<file path="config.mk">
export PLATFORM = sky130hd
export DESIGN_NAME = fan_pair_stage
export DESIGN_NICKNAME = d
export VERILOG_FILES = /design/src/rtl/fan_pkg.sv /design/src/rtl/fan_pair_node.sv /design/src/rtl/ks_adder.sv /design/src/rtl/vid_cmp.sv /design/src/rtl/fan_pair_stage.sv
export SDC_FILE = /design/constraint.sdc
export NUM_CORES = 1
export LEC_CHECK = 0
export ABC_AREA = 1
export BUFFER_PORTS_ARGS = -buffer_cell sky130_fd_sc_hd__buf_2
export CORE_MARGIN = 2
export CORE_UTILIZATION = 45
export CTS_CLUSTER_SIZE = 14
export DETAILED_ROUTE_END_ITERATION = 8
export PLACE_DENSITY = 0.66
export SETUP_SLACK_MARGIN = 0.02
export SKIP_CTS_REPAIR_TIMING = 1
export SYNTH_ARGS = -nofsm -noshare
export SYNTH_HDL_FRONTEND = slang
export SYNTH_HIERARCHICAL = 1
export SYNTH_SLANG_ARGS = --single-unit
</file>
<file path="constraint.sdc">
create_clock -name clk -period 5.7 [get_ports clk]
set_clock_uncertainty 0.2 [all_clocks]
set_input_delay 0.57 -clock clk [delete_from_list [all_inputs] [get_ports clk]]
set_output_delay 0.57 -clock clk [all_outputs]
set_load 0.1 [all_outputs]
</file>
<file path="src/rtl/fan_pkg.sv">
// Shared types and helpers for the forwarding adder network.
// Default geometry, fill states and a merge popcount.
package fan_pkg;

    localparam int DEF_LANES = 8;
    localparam int DEF_DW    = 16;
    localparam int DEF_VW    = 3;
    localparam int DEF_CW    = 16;
    localparam int NPAIRS    = DEF_LANES / 2;

    // Widest pair vector the popcount helper handles.
    localparam int MAXP = 32;
    localparam int PCW  = 6;

    typedef logic [DEF_DW-1:0] data_t;
    typedef logic [DEF_VW-1:0] vid_t;

    typedef enum logic [1:0] {
        EMPTY = 2'd0,
        ONE   = 2'd1,
        TWO   = 2'd2
    } fill_e;

    function automatic logic [PCW-1:0] popcount(
        input logic [MAXP-1:0] v
    );
        logic [PCW-1:0] n;
        n = '0;
        for (int i = 0; i < MAXP; i++) begin
            n = n + {{(PCW-1){1'b0}}, v[i]};
        end
        return n;
    endfunction

endpackage

</file>
<file path="src/rtl/fan_pair_node.sv">
// One lane pair of a FAN level: merge b into a on matching IDs.
// Ports: lanes a/b (data, vid, lvld) -> result lanes + merge flag.
module fan_pair_node #(
    parameter int DW = 16,
    parameter int VW = 3
) (
    input  logic [DW-1:0] a_data,
    input  logic [VW-1:0] a_vid,
    input  logic          a_lvld,
    input  logic [DW-1:0] b_data,
    input  logic [VW-1:0] b_vid,
    input  logic          b_lvld,
    output logic [DW-1:0] ya_data,
    output logic [VW-1:0] ya_vid,
    output logic          ya_lvld,
    output logic [DW-1:0] yb_data,
    output logic [VW-1:0] yb_vid,
    output logic          yb_lvld,
    output logic          merge
);

    logic          vid_eq;
    logic [DW-1:0] sum;

    vid_cmp #(.W(VW)) u_cmp (
        .a  (a_vid),
        .b  (b_vid),
        .eq (vid_eq)
    );

    ks_adder #(.W(DW)) u_add (
        .a   (a_data),
        .b   (b_data),
        .sum (sum)
    );

    assign merge   = a_lvld & b_lvld & vid_eq;
    assign ya_data = merge ? sum : a_data;
    assign ya_lvld = a_lvld;
    assign yb_data = merge ? '0 : b_data;
    assign yb_lvld = b_lvld & ~merge;
    assign ya_vid  = a_vid;
    assign yb_vid  = b_vid;

endmodule

</file>
<file path="src/rtl/ks_adder.sv">
// Kogge-Stone prefix adder, modulo 2^W (no carry out).
// Ports: a, b (W bits) -> sum (W bits). W >= 2.
module ks_adder #(
    parameter int W = 16
) (
    input  logic [W-1:0] a,
    input  logic [W-1:0] b,
    output logic [W-1:0] sum
);

    localparam int LV = $clog2(W);

    logic [W-1:0] hp;
    logic [W-2:0] g;
    logic [W-2:0] p;
    logic [W-2:0] gn;
    logic [W-2:0] pn;

    // Prefix tree over the low W-1 bits only: the carry out
    // of the top bit is discarded, so it is never built.
    always_comb begin
        hp = a ^ b;
        g  = a[W-2:0] & b[W-2:0];
        p  = hp[W-2:0];
        gn = '0;
        pn = '0;
        for (int l = 0; l < LV; l++) begin
            gn = g;
            pn = p;
            for (int i = 0; i < W - 1; i++) begin
                if (i >= (1 << l)) begin
                    gn[i] = g[i] | (p[i] & g[i-(1<<l)]);
                    pn[i] = p[i] & p[i-(1<<l)];
                end
            end
            g = gn;
            p = pn;
        end
        sum = hp ^ {g, 1'b0};
    end

endmodule

</file>
<file path="src/rtl/vid_cmp.sv">
// Vector ID comparator.
// Ports: a, b (W bits) -> eq.
module vid_cmp #(
    parameter int W = 3
) (
    input  logic [W-1:0] a,
    input  logic [W-1:0] b,
    output logic         eq
);

    assign eq = (a == b);

endmodule

</file>
<file path="src/rtl/fan_pair_stage.sv">
// One registered FAN level with a main+skid output buffer.
// Ports: in_* beat (valid/ready), out_* beat, merge_cnt/cnt_clr.
module fan_pair_stage #(
    parameter int LANES = fan_pkg::DEF_LANES,
    parameter int DW    = fan_pkg::DEF_DW,
    parameter int VW    = fan_pkg::DEF_VW,
    parameter int CW    = fan_pkg::DEF_CW
) (
    input  logic               clk,
    input  logic               rst_n,
    input  logic               in_valid,
    output logic               in_ready,
    input  logic [LANES*DW-1:0] in_data,
    input  logic [LANES*VW-1:0] in_vid,
    input  logic [LANES-1:0]   in_lvld,
    output logic               out_valid,
    input  logic               out_ready,
    output logic [LANES*DW-1:0] out_data,
    output logic [LANES*VW-1:0] out_vid,
    output logic [LANES-1:0]   out_lvld,
    output logic [CW-1:0]      merge_cnt,
    input  logic               cnt_clr
);

    import fan_pkg::*;

    localparam int NP = LANES / 2;

    logic [LANES*DW-1:0] c_data;
    logic [LANES*VW-1:0] c_vid;
    logic [LANES-1:0]    c_lvld;
    logic [NP-1:0]       merge_vec;

    for (genvar p = 0; p < NP; p++) begin : g_pair
        fan_pair_node #(.DW(DW), .VW(VW)) u_node (
            .a_data  (in_data[(2*p)*DW +: DW]),
            .a_vid   (in_vid[(2*p)*VW +: VW]),
            .a_lvld  (in_lvld[2*p]),
            .b_data  (in_data[(2*p+1)*DW +: DW]),
            .b_vid   (in_vid[(2*p+1)*VW +: VW]),
            .b_lvld  (in_lvld[2*p+1]),
            .ya_data (c_data[(2*p)*DW +: DW]),
            .ya_vid  (c_vid[(2*p)*VW +: VW]),
            .ya_lvld (c_lvld[2*p]),
            .yb_data (c_data[(2*p+1)*DW +: DW]),
            .yb_vid  (c_vid[(2*p+1)*VW +: VW]),
            .yb_lvld (c_lvld[2*p+1]),
            .merge   (merge_vec[p])
        );
    end

    fill_e state_q;
    fill_e state_d;

    logic accept;
    logic drain;
    logic ld_in;
    logic ld_skid;
    logic ld_mv;

    logic [LANES*DW-1:0] skid_data;
    logic [LANES*VW-1:0] skid_vid;
    logic [LANES-1:0]    skid_lvld;

    // Both flags decode the state register, so in_ready
    // never sees out_ready combinationally.
    assign in_ready  = (state_q != TWO);
    assign out_valid = (state_q != EMPTY);
    assign accept    = in_valid & in_ready;
    assign drain     = out_valid & out_ready;

    always_comb begin
        state_d = state_q;
        ld_in   = 1'b0;
        ld_skid = 1'b0;
        ld_mv   = 1'b0;
        unique case (state_q)
            EMPTY: begin
                if (accept) begin
                    state_d = ONE;
                    ld_in   = 1'b1;
                end
            end
            ONE: begin
                if (accept && drain) begin
                    ld_in = 1'b1;
                end else if (accept) begin
                    state_d = TWO;
                    ld_skid = 1'b1;
                end else if (drain) begin
                    state_d = EMPTY;
                end
            end
            TWO: begin
                if (drain) begin
                    state_d = ONE;
                    ld_mv   = 1'b1;
                end
            end
            default: state_d = EMPTY;
        endcase
    end

    always_ff @(posedge clk or negedge rst_n) begin
        if (!rst_n) begin
            state_q   <= EMPTY;
            out_data  <= '0;
            out_vid   <= '0;
            out_lvld  <= '0;
            skid_data <= '0;
            skid_vid  <= '0;
            skid_lvld <= '0;
        end else begin
            state_q <= state_d;
            if (ld_in) begin
                out_data <= c_data;
                out_vid  <= c_vid;
                out_lvld <= c_lvld;
            end else if (ld_mv) begin
                out_data <= skid_data;
                out_vid  <= skid_vid;
                out_lvld <= skid_lvld;
            end
            if (ld_skid) begin
                skid_data <= c_data;
                skid_vid  <= c_vid;
                skid_lvld <= c_lvld;
            end
        end
    end

    logic [MAXP-1:0] merge_ext;
    logic [PCW-1:0]  n_merge;
    logic [CW:0]     cnt_sum;

    assign merge_ext = MAXP'(merge_vec);
    assign n_merge   = popcount(merge_ext);
    assign cnt_sum   = {1'b0, merge_cnt} + (CW+1)'(n_merge);

    always_ff @(posedge clk or negedge rst_n) begin
        if (!rst_n) begin
            merge_cnt <= '0;
        end else if (cnt_clr) begin
            merge_cnt <= '0;
        end else if (accept) begin
            merge_cnt <= cnt_sum[CW] ? '1 : cnt_sum[CW-1:0];
        end
    end

endmodule

</file>
# Word-level counts from Yosys, hierarchy flattened
# Index checks and enable logic that the tools add are counted.
# word_totals
out_inout_bits	178
inputBits	165
ff_bits	338
# classes
n_addsub	4
n_bitwise	514
reduce_logical	6
eq_ne	11
mux	30
# ops
op	n
$and 1x1->1	318
$mux 128	2
$or 1x1->1	180
$mux 16	11
$xor 16x16->16	8
$and 15x15->15	4
$mux 24	2
$add 16x4->17	1
$mux 8	2
$eq 3x3->1	4
$mux 2	5
$ne 2x2->1 const B	4
$mux 1	6
$pmux 2 s3	1
$reduce_bool 2->1	3
$add 3x1->4	1
$not 1->1	4
$reduce_and 4->1	1
$add 2x1->3	1
$ne 3x3->1 const B	1
$add 1x1->2	1
$eq 2x1->1 const B	1
$eq 2x2->1 const B	1
$logic_not 2->1	1
other kinds (2)	2

# Longest topological paths before layout
# depth
word_depth	11
depth_mapped	20
ltp_nobuf	19

# Hierarchy
# The synthesis kept the hierarchy.
# modules_own_cells
mod	area_per_inst_um2	seq_area_each_um2	cells_each	instances
fan_pair_stage	15533.6	8458.1	1575	1
ks_adder	934.6	0.0	179	4
fan_pair_node	493.0	0.0	100	4
vid_cmp	56.3	0.0	13	4

# Worst setup path after synthesis
# Ideal clock, no wire load.
# synth_timing
path_type	in2reg
start	in in_vid[5]
end	reg merge_cnt[4]
setup_time_ns	0.083
cell_stages	16
t_arrival_ns	3.137
path_slack_ns	2.280
required_ns	5.417
path_buffers	1
path_cell_list	xor2_1 nor2_2 buf_4 nand3_4 inv_1 fa_1 inv_1 fa_1 inv_1 fa_1 nand3_2 nor2_4 nand3_1 nor2_1 o21ai_0 o21ai_0
# synth_between
elab_chain_len	9
# synth_lines
item	line_no	text
start: declaration	fan_pair_stage.sv:14	input logic [LANES*VW-1:0] in_vid,
$eq 3x3->1	vid_cmp.sv:11	assign eq = (a == b);
via g_pair[0].u_node.vid_eq	fan_pair_node.sv:22	logic vid_eq;
$and 1x1->1	fan_pair_node.sv:37	assign merge = a_lvld & b_lvld & vid_eq;
via merge_ext[0]	fan_pair_stage.sv:132	logic [MAXP-1:0] merge_ext;
$add 1x1->2	fan_pkg.sv:30	n = n + {{(PCW-1){1'b0}}, v[i]};
$add 2x1->3	fan_pkg.sv:30	
$add 3x1->4	fan_pkg.sv:30	
$add 16x4->17	fan_pair_stage.sv:138	assign cnt_sum = {1'b0, merge_cnt} + (CW+1)'(n_merge);
$mux 16	fan_pair_stage.sv:146	merge_cnt <= cnt_sum[CW] ? '1 : cnt_sum[CW-1:0];
$mux 16	fan_pair_stage.sv:145	end else if (accept) begin
$mux 16	fan_pair_stage.sv:143	end else if (cnt_clr) begin
end signal: assignment	fan_pair_stage.sv:146	
end: declaration	fan_pair_stage.sv:21	output logic [CW-1:0] merge_cnt,
# The timed path passes the listed nets, and every way through them passes these cells. The select of a mux whose other input is x is not followed.
# A chain may end at the register's enable or synchronous reset.

# Worst setup path after layout
# layout_timing
start	in in_vid[13]
end	reg merge_cnt[4]
# layout_between
elab_chain_len	8
# layout_lines
item	line_no
$eq 3x3->1	vid_cmp.sv:11
via g_pair[2].u_node.vid_eq	fan_pair_node.sv:22
$and 1x1->1	fan_pair_node.sv:37
via merge_ext[2]	fan_pair_stage.sv:132
$add 2x1->3	fan_pkg.sv:30
$add 3x1->4	fan_pkg.sv:30
$add 16x4->17	fan_pair_stage.sv:138
$mux 16	fan_pair_stage.sv:146
$mux 16	fan_pair_stage.sv:145
$mux 16	fan_pair_stage.sv:143
# The timed path passes the listed nets, and every way through them passes these cells. The select of a mux whose other input is x is not followed.

==> impl_metrics.toml <==
[status]
status = "completed"

[final_layout]
final_common_cell = "nand2_1"
layout_common_cells = "nand2_1 (872), inv_1 (451), buf_2 (341)"
fillCellCount = 4575
area_delta_synth_final_pct = 13.53
fin_nets = 3215
layout-drive-gt1-share = 0.2082
final_area_um2 = 24370

[die]
dieHeight_um = 222.4
core_region_area_um2 = 47450
row_count = 80
initial_utilization = 0.4525
die_w_um = 222.4
io_pins = 343
die-area_um2 = 49470

[timing]
rsz0062_at_grt = "false"
final_max_slew_viol_count = 0
fin_crit_ns = 3.810
fmax_mhz = 262.5
setup_viol = 0
tns_ns = 0
finalCritPeriodShare = 0.6684
tightestPinTransition_ns = 1.134
hold_viol_final = 0
slew_headroom = 0.2442

[placement]
portBuffers = 342
place_congestion = 0.8782
placed_cell_area_um2 = 22940
hpwl_um = 40480

[synth]
synthAdderAreaFrac = 0.04208
avgSynthCellArea_um2 = 7.827
ys_seq_area_frac = 0.3940
synth.distinct_cells = 32
yosys.area_share.simple = 0.2536
synth_top_family_by_area = "simple AND/OR/NAND/NOR gates"
synth-seq-cells = 338
netlist_area_um2 = 21470
ys.flop_type = "dfrtp_1"
synth_top_area_cell = "dfrtp_1"
yosysWarningCount = 6
synth_nets = 2976
synthMuxAreaShare = 0.08759
synth.top_cell.area_share = 0.3940
synthTopCellsByArea = "dfrtp_1 (39%), nand2_1 (15%), mux2_4 (8.0%)"
async_flop_share = 1.000
synth_compound_area_frac = 0.06912
synth-xor-area-share = 0.01713
syn_inst = 2743
synth_edf_count = 0

[clock_tree]
cts_sinks = 338
root_buffer = "clkbuf_16"
insertion_delay_ns = 0.56
clk_pin_slew_ns = 0.06
htreeDepth = 2
clk_path_buf_depth = 3
numCtsBuffers = 41
cts_tree = "built"

[run]
maxCapViolCount = 0

[pwr]
clockPowerShare = 0.254
swShare = 0.4483
ir_drop_mv = 0.3627
power.switching_mw = 4.868
intPower_mw = 5.992
power_frac_seq = 0.324
comb_power_share = 0.423
power_density_nw_per_um2 = 445.6
leakagePower_nw = 13.83

[global_routing]
grt_pass1_wl_um = 93710
grt_max_degree = 165
overflow = 0
first_global_vias = 17783
antenna_found_initial = 4
track_usage = 0.2309

[route]
wirelength_um = 57480
dr.pass1.iters = 5
vias = 18111
ant_nets = 0
drt_iter0_drc = 1047
drc_errors = 0
viasPerCell = 4.989
post_drt_wl_per_cell_um = 15.83

[setup_path]
crit_arrival_ns = 4.07
cp_max_fo = 33
critPathKind = "in2reg"
cp.required_ns = 5.96
critPathCaptureType = "register"
crit_path_start_kind = "primary input"

[worst_hold_path]
worstHoldPathType = "in2reg"
[final timing paths]
path | startpoint | cells after the start | end | slack [ns]
max | in_vid[13] | 20 | merge_cnt[4] | 1.89
min | in_vid[2] | 3 | out_vid[2] | 0.06
max reg2reg | state_q[0] | 8 | out_data[57] | 2.47
min reg2reg | skid_vid[5] | 1 | skid_vid[5] | 0.31
max in group asynchronous | rst_n | 3 | skid_data[87] | 3.65
min in group asynchronous | rst_n | 2 | skid_data[20] | 0.41
[area by class of cell]
class / count / area [um2] / share of cell area
tap: 615 / 769.5 / 0.03157
antenna: 3 / 7.507 / 0.0003080
clock inverter: 17 / 217.7 / 0.008932
timing repair buffer: 353 / 1857 / 0.07618
clock buffer: 56 / 1195 / 0.04902
multi-input combinational: 1783 / 10120 / 0.4152
sequential: 338 / 8458 / 0.3470
inverter: 465 / 1748 / 0.07171
[power groups by stage]
stage          Combinational (mW)  Clock (mW)  Sequential [mW]
3_5_place_dp                 4.59           0             3.54
6_report                     4.59        2.75             3.51
5_1_grt                      4.90        2.91             3.60
2_1_floorplan                1.69           0             5.60
3_3_place_gp                 4.55           0             3.51
4_1_cts                      4.61        2.82             3.51
[cell families after synthesis]
logic type	after synthesis
AO/OA/AOI/OAI	275
adder cells (fa/ha/maj)	68
XOR/XNOR	42
flip-flops	338
multiplexers	129
AND/OR/NAND/NOR	1269
buffers and inverters	622
[per-stage QoR]
step                worst slack (ns)  total power, mW  instances  utilization  hold WS [ns]
finish                         1.890            10.86       3630       0.5137       0.06051
global route                   1.522            11.40       3627       0.5136       0.05152
CTS                            1.877            10.95       3626       0.5133       -0.1667
detailed placement             1.294            8.133       3553       0.4836        0.2938
global placement               1.418            8.058       3553       0.4836        0.2882
floorplan                      2.280            7.282       2743            -       0.07441
[worst max-delay path, cell delays in order]
cell and delay (ns):
buf_2 0.12, inv_1 0.04, nand2_1 0.06, nand2_1 0.15, nand2_1 0.13, nor2_2 0.04, buf_4 0.20, nand3_4 0.35
inv_1 0.17, fa_1 0.50, inv_1 0.04, fa_1 0.35, inv_1 0.10, fa_1 0.24, nand3_2 0.14, nor2_4 0.19
nand3_1 0.11, nor2_1 0.31, o21ai_0 0.12, o21ai_0 0.14
[synth_stat cells (11+ instances only)]
master and number:
ha_1 61, a21oi_1 60, o21ai_0 96, o21ai_1 80, nand3_1 186, inv_2 14
mux2_2 15, nand2_2 27, dfrtp_1 338, inv_1 451, mux2_4 114, nand2_1 872
nor2_1 81, nand4_1 70, nor3_2 13, buf_12 11, buf_2 49, clkbuf_1 22
buf_6 20, xor2_1 38, o211ai_1 31, buf_4 55
[state kept, by name, indices dropped and copies added (netlist names)]
register / cells
out_data: 128
skid_data: 128
out_vid: 24
skid_vid: 24
merge_cnt: 16
out_lvld: 8
skid_lvld: 8
state_q: 2
[per-layer routing]
metal  GRT usage  vias to the layer above  wire length [um]
met5           0                        -                27
met4     0.06278                        4              1420
met3     0.05131                       86              3769
met2      0.3722                      468             26090
met1      0.3136                     8474             26170
li1            -                     9079                 -
Note: power is estimated with default switching activity, not from simulation.
